File: src/rtl/serializer_pkg.sv
// Shared types and helpers for the parallel-in/serial-out frame serializer.
// ST_PAR is only reachable when SERIALIZER_PARITY_EN is defined.
package serializer_pkg;

    typedef enum logic [1:0] {
        ST_IDLE  = 2'd0,
        ST_SHIFT = 2'd1,
        ST_PAR   = 2'd2
    } state_t;

    // Smallest width able to index 0 .. v-1 (at least 1 bit).
    function automatic int clog2(input int v);
        int r;
        r = 0;
        for (int i = 0; i < 31; i++) begin
            if ((1 << i) < v) r = i + 1;
        end
        if (r == 0) r = 1;
        return r;
    endfunction

endpackage

File: src/rtl/serializer_parity_calc.sv
// Even-parity bit of a word: the XOR of all its bits.
// Instantiated by piso_frame_serializer only when SERIALIZER_PARITY_EN is defined.
module serializer_parity_calc #(
    parameter int DATA_W = 8
) (
    input  logic [DATA_W-1:0] word,
    output logic              parity
);

    assign parity = ^word;

endmodule

File: src/rtl/piso_frame_serializer.sv
// Parallel-in/serial-out frame serializer with valid/ready load and gapless frames.
// Define SERIALIZER_PARITY_EN to append an even-parity bit after the data bits.
module piso_frame_serializer
    import serializer_pkg::*;
#(
    parameter int   DATA_W    = 8,
    parameter bit   MSB_FIRST = 1'b1,
    parameter logic IDLE_LVL  = 1'b0
) (
    input  logic              clock_in,
    input  logic              resetn,
    input  logic [DATA_W-1:0] par_in,
    input  logic              load_valid,
    output logic              load_ready,
    output logic              serial_out,
    output logic              bit_valid,
    output logic              frame_busy,
    output logic              frame_done
);

    localparam int              CNT_W    = clog2(DATA_W);
    localparam logic [CNT_W-1:0] CNT_LAST = CNT_W'(DATA_W - 1);

    state_t            state;
    logic [DATA_W-1:0] shreg;
    logic [CNT_W-1:0]  bit_cnt;
    logic              armed;
    logic              last_data;
    logic              frame_end;
    logic              accept;
    logic              head_bit;

    assign last_data = (state == ST_SHIFT) && (bit_cnt == CNT_LAST);
    assign head_bit  = MSB_FIRST ? shreg[DATA_W-1] : shreg[0];

`ifdef SERIALIZER_PARITY_EN
    logic par_q;
    logic par_next;

    serializer_parity_calc #(
        .DATA_W (DATA_W)
    ) u_parity (
        .word   (par_in),
        .parity (par_next)
    );

    assign frame_end = (state == ST_PAR);
`else
    assign frame_end = last_data;
`endif

    // armed keeps load_ready low until the first edge after reset release.
    assign load_ready = armed && ((state == ST_IDLE) || frame_end);
    assign accept     = load_valid && load_ready;
    assign bit_valid  = (state != ST_IDLE);
    assign frame_busy = (state != ST_IDLE);
    assign frame_done = frame_end;

    always_comb begin
        serial_out = IDLE_LVL;
        case (state)
            ST_SHIFT: serial_out = head_bit;
`ifdef SERIALIZER_PARITY_EN
            ST_PAR:   serial_out = par_q;
`endif
            default:  serial_out = IDLE_LVL;
        endcase
    end

    always_ff @(posedge clock_in or negedge resetn) begin
        if (!resetn) begin
            state   <= ST_IDLE;
            shreg   <= '0;
            bit_cnt <= '0;
            armed   <= 1'b0;
`ifdef SERIALIZER_PARITY_EN
            par_q   <= 1'b0;
`endif
        end else begin
            armed <= 1'b1;
            if (accept) begin
                // A load in the last-bit cycle chains straight into the next frame.
                shreg   <= par_in;
                bit_cnt <= '0;
                state   <= ST_SHIFT;
`ifdef SERIALIZER_PARITY_EN
                par_q   <= par_next;
`endif
            end else begin
                case (state)
                    ST_SHIFT: begin
                        if (MSB_FIRST)
                            shreg <= {shreg[DATA_W-2:0], 1'b0};
                        else
                            shreg <= {1'b0, shreg[DATA_W-1:1]};
                        if (last_data) begin
`ifdef SERIALIZER_PARITY_EN
                            state <= ST_PAR;
`else
                            state <= ST_IDLE;
`endif
                        end else begin
                            bit_cnt <= bit_cnt + 1'b1;
                        end
                    end
`ifdef SERIALIZER_PARITY_EN
                    ST_PAR:  state <= ST_IDLE;
`endif
                    default: state <= ST_IDLE;
                endcase
            end
        end
    end

endmodule

File: config.mk
export PLATFORM = sky130hd
export DESIGN_NAME = piso_frame_serializer
export DESIGN_NICKNAME = d
export VERILOG_FILES = /design/src/rtl/serializer_pkg.sv /design/src/rtl/serializer_parity_calc.sv /design/src/rtl/piso_frame_serializer.sv
export SDC_FILE = /design/constraint.sdc
export NUM_CORES = 1
export LEC_CHECK = 0
export CAP_MARGIN = 40
export CORE_UTILIZATION = 42
export CTS_CLUSTER_SIZE = 40
export DETAILED_ROUTE_END_ITERATION = 6
export PLACE_DENSITY = 0.79
export SETUP_SLACK_MARGIN = 0.02
export SYNTH_ARGS = -nofsm -noshare
export SYNTH_HDL_FRONTEND = slang
export SYNTH_SLANG_ARGS = --single-unit
File: constraint.sdc
create_clock -name clock_in -period 1.65 [get_ports clock_in]
set_clock_uncertainty 0.15 [all_clocks]
set_input_delay 0.165 -clock clock_in [delete_from_list [all_inputs] [get_ports clock_in]]
set_output_delay 0.165 -clock clock_in [all_outputs]
set_load 0.02 [all_outputs]
## After elaboration in Yosys (flattened, before gate mapping)

Cells that the tools add are included.

| operators by class | value |
|---|---|
| add/subtract/negate cells | 1 |
| multipliers | 0 |
| div/mod/pow operators | 0 |
| magnitude comparators | 0 |
| equality and inequality tests | 4 |
| shifts and indexed selects | 0 |
| multiplexer cells | 9 |
| bitwise logic cells | 0 |
| reduce and logical (&&, ||, !) cells | 8 |

Operator list:

| operator | count |
|---|---|
| two-way mux 8 bit | 2 |
| two-way mux 3 bit | 3 |
| two-way mux 2 bit | 3 |
| nonzero test 2 bit | 2 |
| adder 3 x 1 -> 3 bit (second input constant) | 1 |
| == test 3 bit (second input constant) | 1 |
| logical AND 1 bit | 3 |
| != test 3 bit (second input constant) | 1 |
| == test 2 x 1 -> 1 bit (second input constant) | 1 |
| logical NOT 2 bit | 1 |
| != test 2 x 1 -> 1 bit (second input constant) | 1 |
| AND reduction 2 bit | 1 |
| logical OR 1 bit | 1 |
| two-way mux 1 bit | 1 |

| storage, ports and cells | value |
|---|---|
| register bits after elaboration | 14 |
| latch bits | 0 |
| memory bits (writable) | 0 |
| memory bits (read-only) | 0 |
| bits of input ports | 11 |
| memories kept | 0 |

## Depth between registers and ports, before layout

| depth | value |
|---|---|
| depth in word-level cells | 7 |
| mapped depth | 5 |

## Worst setup path after synthesis

No wires, ideal clock.

| path | value |
|---|---|
| path kind | register to register |
| start | reg bit_cnt[0] |
| end | reg shreg[1] |
| setup time | 0.125 ns |
| arrival time | 1.358 ns |
| data required time | 1.375 ns |
| setup slack | 0.017 ns |
| stages on the path, launching flop included | 6 |
| path buffers | 0 |
| cells stage by stage | dfrtp_1 ha_1 ha_1 nor2b_4 nor2_8 mux2_4 |

| between the ends | value |
|---|---|
| word-level cells in the longest chain between the ends | 6 |
| elaborated cells between the ends (all ways) | 7 |
| those cells by class | 1 x eq/ne; 1 x mux; 5 x reduce/logical |

Ends and longest elaborated chain:

| what | RTL line | RTL |
|---|---|---|
| start, declared | piso_frame_serializer.sv:26 | `logic [CNT_W-1:0] bit_cnt;` |
| start signal, assigned | piso_frame_serializer.sv:103 | `bit_cnt <= bit_cnt + 1'b1;` |
| == test 3 bit * | piso_frame_serializer.sv:33 | `assign last_data = (state == ST_SHIFT) && (bit_cnt == CNT_LAST);` |
| logical AND 1 bit * | piso_frame_serializer.sv:33 |  |
| logical OR 1 bit * | piso_frame_serializer.sv:53 | `assign load_ready = armed && ((state == ST_IDLE) \|\| frame_end);` |
| logical AND 1 bit * | piso_frame_serializer.sv:53 |  |
| logical AND 1 bit * | piso_frame_serializer.sv:54 | `assign accept = load_valid && load_ready;` |
| two-way mux 8 bit / nonzero test 2 bit (equally long branches) | -- |  |
| end signal, assigned | piso_frame_serializer.sv:83 | `shreg <= par_in;` |
| end signal, assigned | piso_frame_serializer.sv:93 | `shreg <= {shreg[DATA_W-2:0], 1'b0};` |
| end signal, assigned | piso_frame_serializer.sv:95 | `shreg <= {1'b0, shreg[DATA_W-1:1]};` |
| end, declared | piso_frame_serializer.sv:25 | `logic [DATA_W-1:0] shreg;` |

Mark *: on every way between the ends. The rest lies on a longest branch, timed or not.
A chain may end at the register's enable or synchronous reset.

## Final worst setup path

| path | value |
|---|---|
| start | reg bit_cnt[0] |
| end | reg shreg[5] |

Same word-level chain as after synthesis.

==> flow_metrics.env <==
export IMPL_rsz0062_at_grt="true"
export IMPL_hold_violations=0
export IMPL_start_util_pct=45.7
export IMPL_grt_pass1_vias=407
export IMPL_fp_dieW_um=42.7
export IMPL_critPathArrivalTime_ns=1.67
export IMPL_n_antenna_cell=0
export IMPL_drc=0
export IMPL_final_core_util_pct=61.2
export IMPL_tightestPinTransition_ns=0.563
export IMPL_hold_class="in2async"
export IMPL_netlist_top_cells_area="dfrtp_1, mux2_4, ha_1"
export IMPL_period_minus_slack_ns=1.67
export IMPL_root_buffer="clkbuf_4"
export IMPL_setup_violations=10
export IMPL_drt_iter0_drc=2
export IMPL_synth_area_um2=697
export IMPL_syn_instance_count=45
export IMPL_drv_slew=0
export IMPL_synth_nets=58
export IMPL_routabilityCongestion=0.777
export IMPL_synth_top_area_share_pct=46.7
export IMPL_die_area_um2=1830
export IMPL_timing_fmax_mhz=600
export IMPL_peakVddDrop_mv=0.736
export IMPL_antenna_found_initial=0
export IMPL_relSlewSlack_pct=62.4
export IMPL_ys_types=17
export IMPL_core_area_um2=1520
export IMPL_syn_avg_cell_area_um2=15.5
export IMPL_cp_start_kind="flop"
export IMPL_dp_slack_ns=-0.151
export IMPL_clock_latency_ns=0.26
export IMPL_grtUsageTotal_pct=16.6
export IMPL_rows=14
export IMPL_status="finished, violations left"
export IMPL_cts_sinks=13
export IMPL_grt_max_degree=14
export IMPL_antenna_left=0
export IMPL_io_buffers=15
export IMPL_dp_cells=77
export IMPL_grt_overflow_total=0
export IMPL_yosysWarnings=0
export IMPL_fin_crit_sh_pct=101
export IMPL_h_tree_depth=1
export IMPL_critical_path_required_ns=1.65
export IMPL_yosys_area_top_type="dfrtp_1"
export IMPL_cts_tree="done"
export IMPL_path_class="reg2reg"
export IMPL_routed_via_density=5.11
export IMPL_crit_fanout=8
export IMPL_worstSetupEndpointType="flop"
export IMPL_die_h_um=42.7
export IMPL_grt_pass1_wl_um=2130
export IMPL_ys_ff_latch=13
export IMPL_synth_seq_area_share_pct=46.7
export IMPL_drive_above_1_share_pct=49.3
export IMPL_cp_slowest_cell="dfrtp_1"
export IMPL_clk_pin_slew_ns=0.08
export IMPL_leakage_uw=0.000473
export IMPL_drt_wl_total_um=1290
export IMPL_path_cells="ha_2 -> ha_4 -> nor2b_4 -> buf_6 -> nor2_8 -> mux2_4"
export IMPL_fin_ws_ns=-0.0165
export IMPL_violations="negative setup slack"
export IMPL_cts_buffer_depth=2
export IMPL_dp_hpwl_um=840
export IMPL_p_per_area_nw_per_um2=1590
export IMPL_areaGrowthSynthToFinish_pct=33.8
export IMPL_dr_pass1_iters=2
export IMPL_pin_count=16
export IMPL_cts_inserted_buffers=3
export IMPL_wire_per_inst_um=15.5
export IMPL_slowest_delay_ns=0.39
export IMPL_finalNonFillerCells=83
export IMPL_fin_nets=81
export IMPL_drv_cap=0
export IMPL_num_vias=424
==> metrics by stage <==
stage	hold WS [ns]	setup TNS, ns	power [uW]	area [um^2]
after global routing	0.158	-0.814	1580	932
after detailed placement	0.346	-0.839	1210	873
after global placement	0.340	-0.361	1180	873
after floorplan	-0.281	0	1010	699
final	0.107	-0.0741	1480	932
after CTS	0.121	-0.0903	1430	912
==> path summary, 6_finish.rpt <==
path	from	to	slack [ns]	depth (start not counted)
hold / removal	resetn	bit_cnt[2]$_DFFE_PN0P_	0.11	1
min in group clock_in	par_in[0]	shreg[0]$_DFFE_PN0P_	0.34	2
setup / recovery	bit_cnt[0]$_DFFE_PN0P_	shreg[5]$_DFFE_PN0P_	-0.02	6
hold reg to reg	armed$_DFF_PN0_	state[0]$_DFFE_PN0P_	0.44	2
setup reg to reg	bit_cnt[0]$_DFFE_PN0P_	shreg[5]$_DFFE_PN0P_	-0.02	6
max in group asynchronous	resetn	shreg[2]$_DFFE_PN0P_	0.87	1
==> kinds of logic after synthesis <==
kind of cell             after synthesis  share of synthesized area (%)
flip-flops                            13                           46.7
AND/OR/NAND/NOR                        7                           9.87
AO/OA/AOI/OAI                          4                           4.31
adder cells (fa/ha/maj)                2                           3.59
other                                  1                          0.538
multiplexers                          15                           31.8
buffers and inverters                  3                           3.23
==> placed cells by master, fill, tap and decap left out, drive strengths merged, types with 2 or more instances in the layout <==
master         count
clkdlybuf4s50     10
clkbuf             4
and2               2
ha                 2
mux2              15
a22o               2
dlygate4sd2        3
nor2b              2
dfrtp             13
buf                7
==> synthesized netlist by cell type (all sizes together) <==
master	instances
a21o	1
buf	2
inv	1
dfrtp	13
nor2	1
ha	2
and3b	1
a21oi	1
conb	1
nand2	1
mux2	15
nor2b	2
and2	2
a22o	2
==> state kept, by name (all words and copies together), names as in the netlist <==
register,flops
bit_cnt,3
shreg,8
armed,1
state,1
==> worst max-delay path, delay by kind of cell, from the launching register on <==
family | cells | cell delay [ns]
flops | 1 | 0.39
fa+ha+maj | 2 | 0.37
mux | 1 | 0.31
simple gates | 2 | 0.19
buf+inv | 1 | 0.14
==> final cells by class <==
class                   instances  area [um^2]
repair buffers                 20          190
inverters                       1         3.75
well taps                      16         20.0
fillers                       137          592
clock buffers                   4         26.3
multi-input cells              29          367
flip-flops and latches         13          325
==> report_power, final <==
part	total, uW	switching (uW)	leakage (uW)	internal, uW
combinational	783	294	0.000293	489
clock	189	95.9	0.0000150	93.4
sequential	510	78.8	0.000165	432
==> routing by layer <==
metal	GRT usage (%)	share of wire, %	vias up
li1	-	-	200
met1	21.6	40	210
met2	26.7	54	12
met3	1.70	4.0	2
met4	9.38	1.9	0
met5	0	0	-
==> timing repair <==
action                                  CTS  global route
buffers inserted                          1             1
hold buffers                              0             0
pin swaps                                 2             1
gates resized for setup                  15             4
endpoints found under the setup margin   13            12
(Power assumes the default switching activity.)
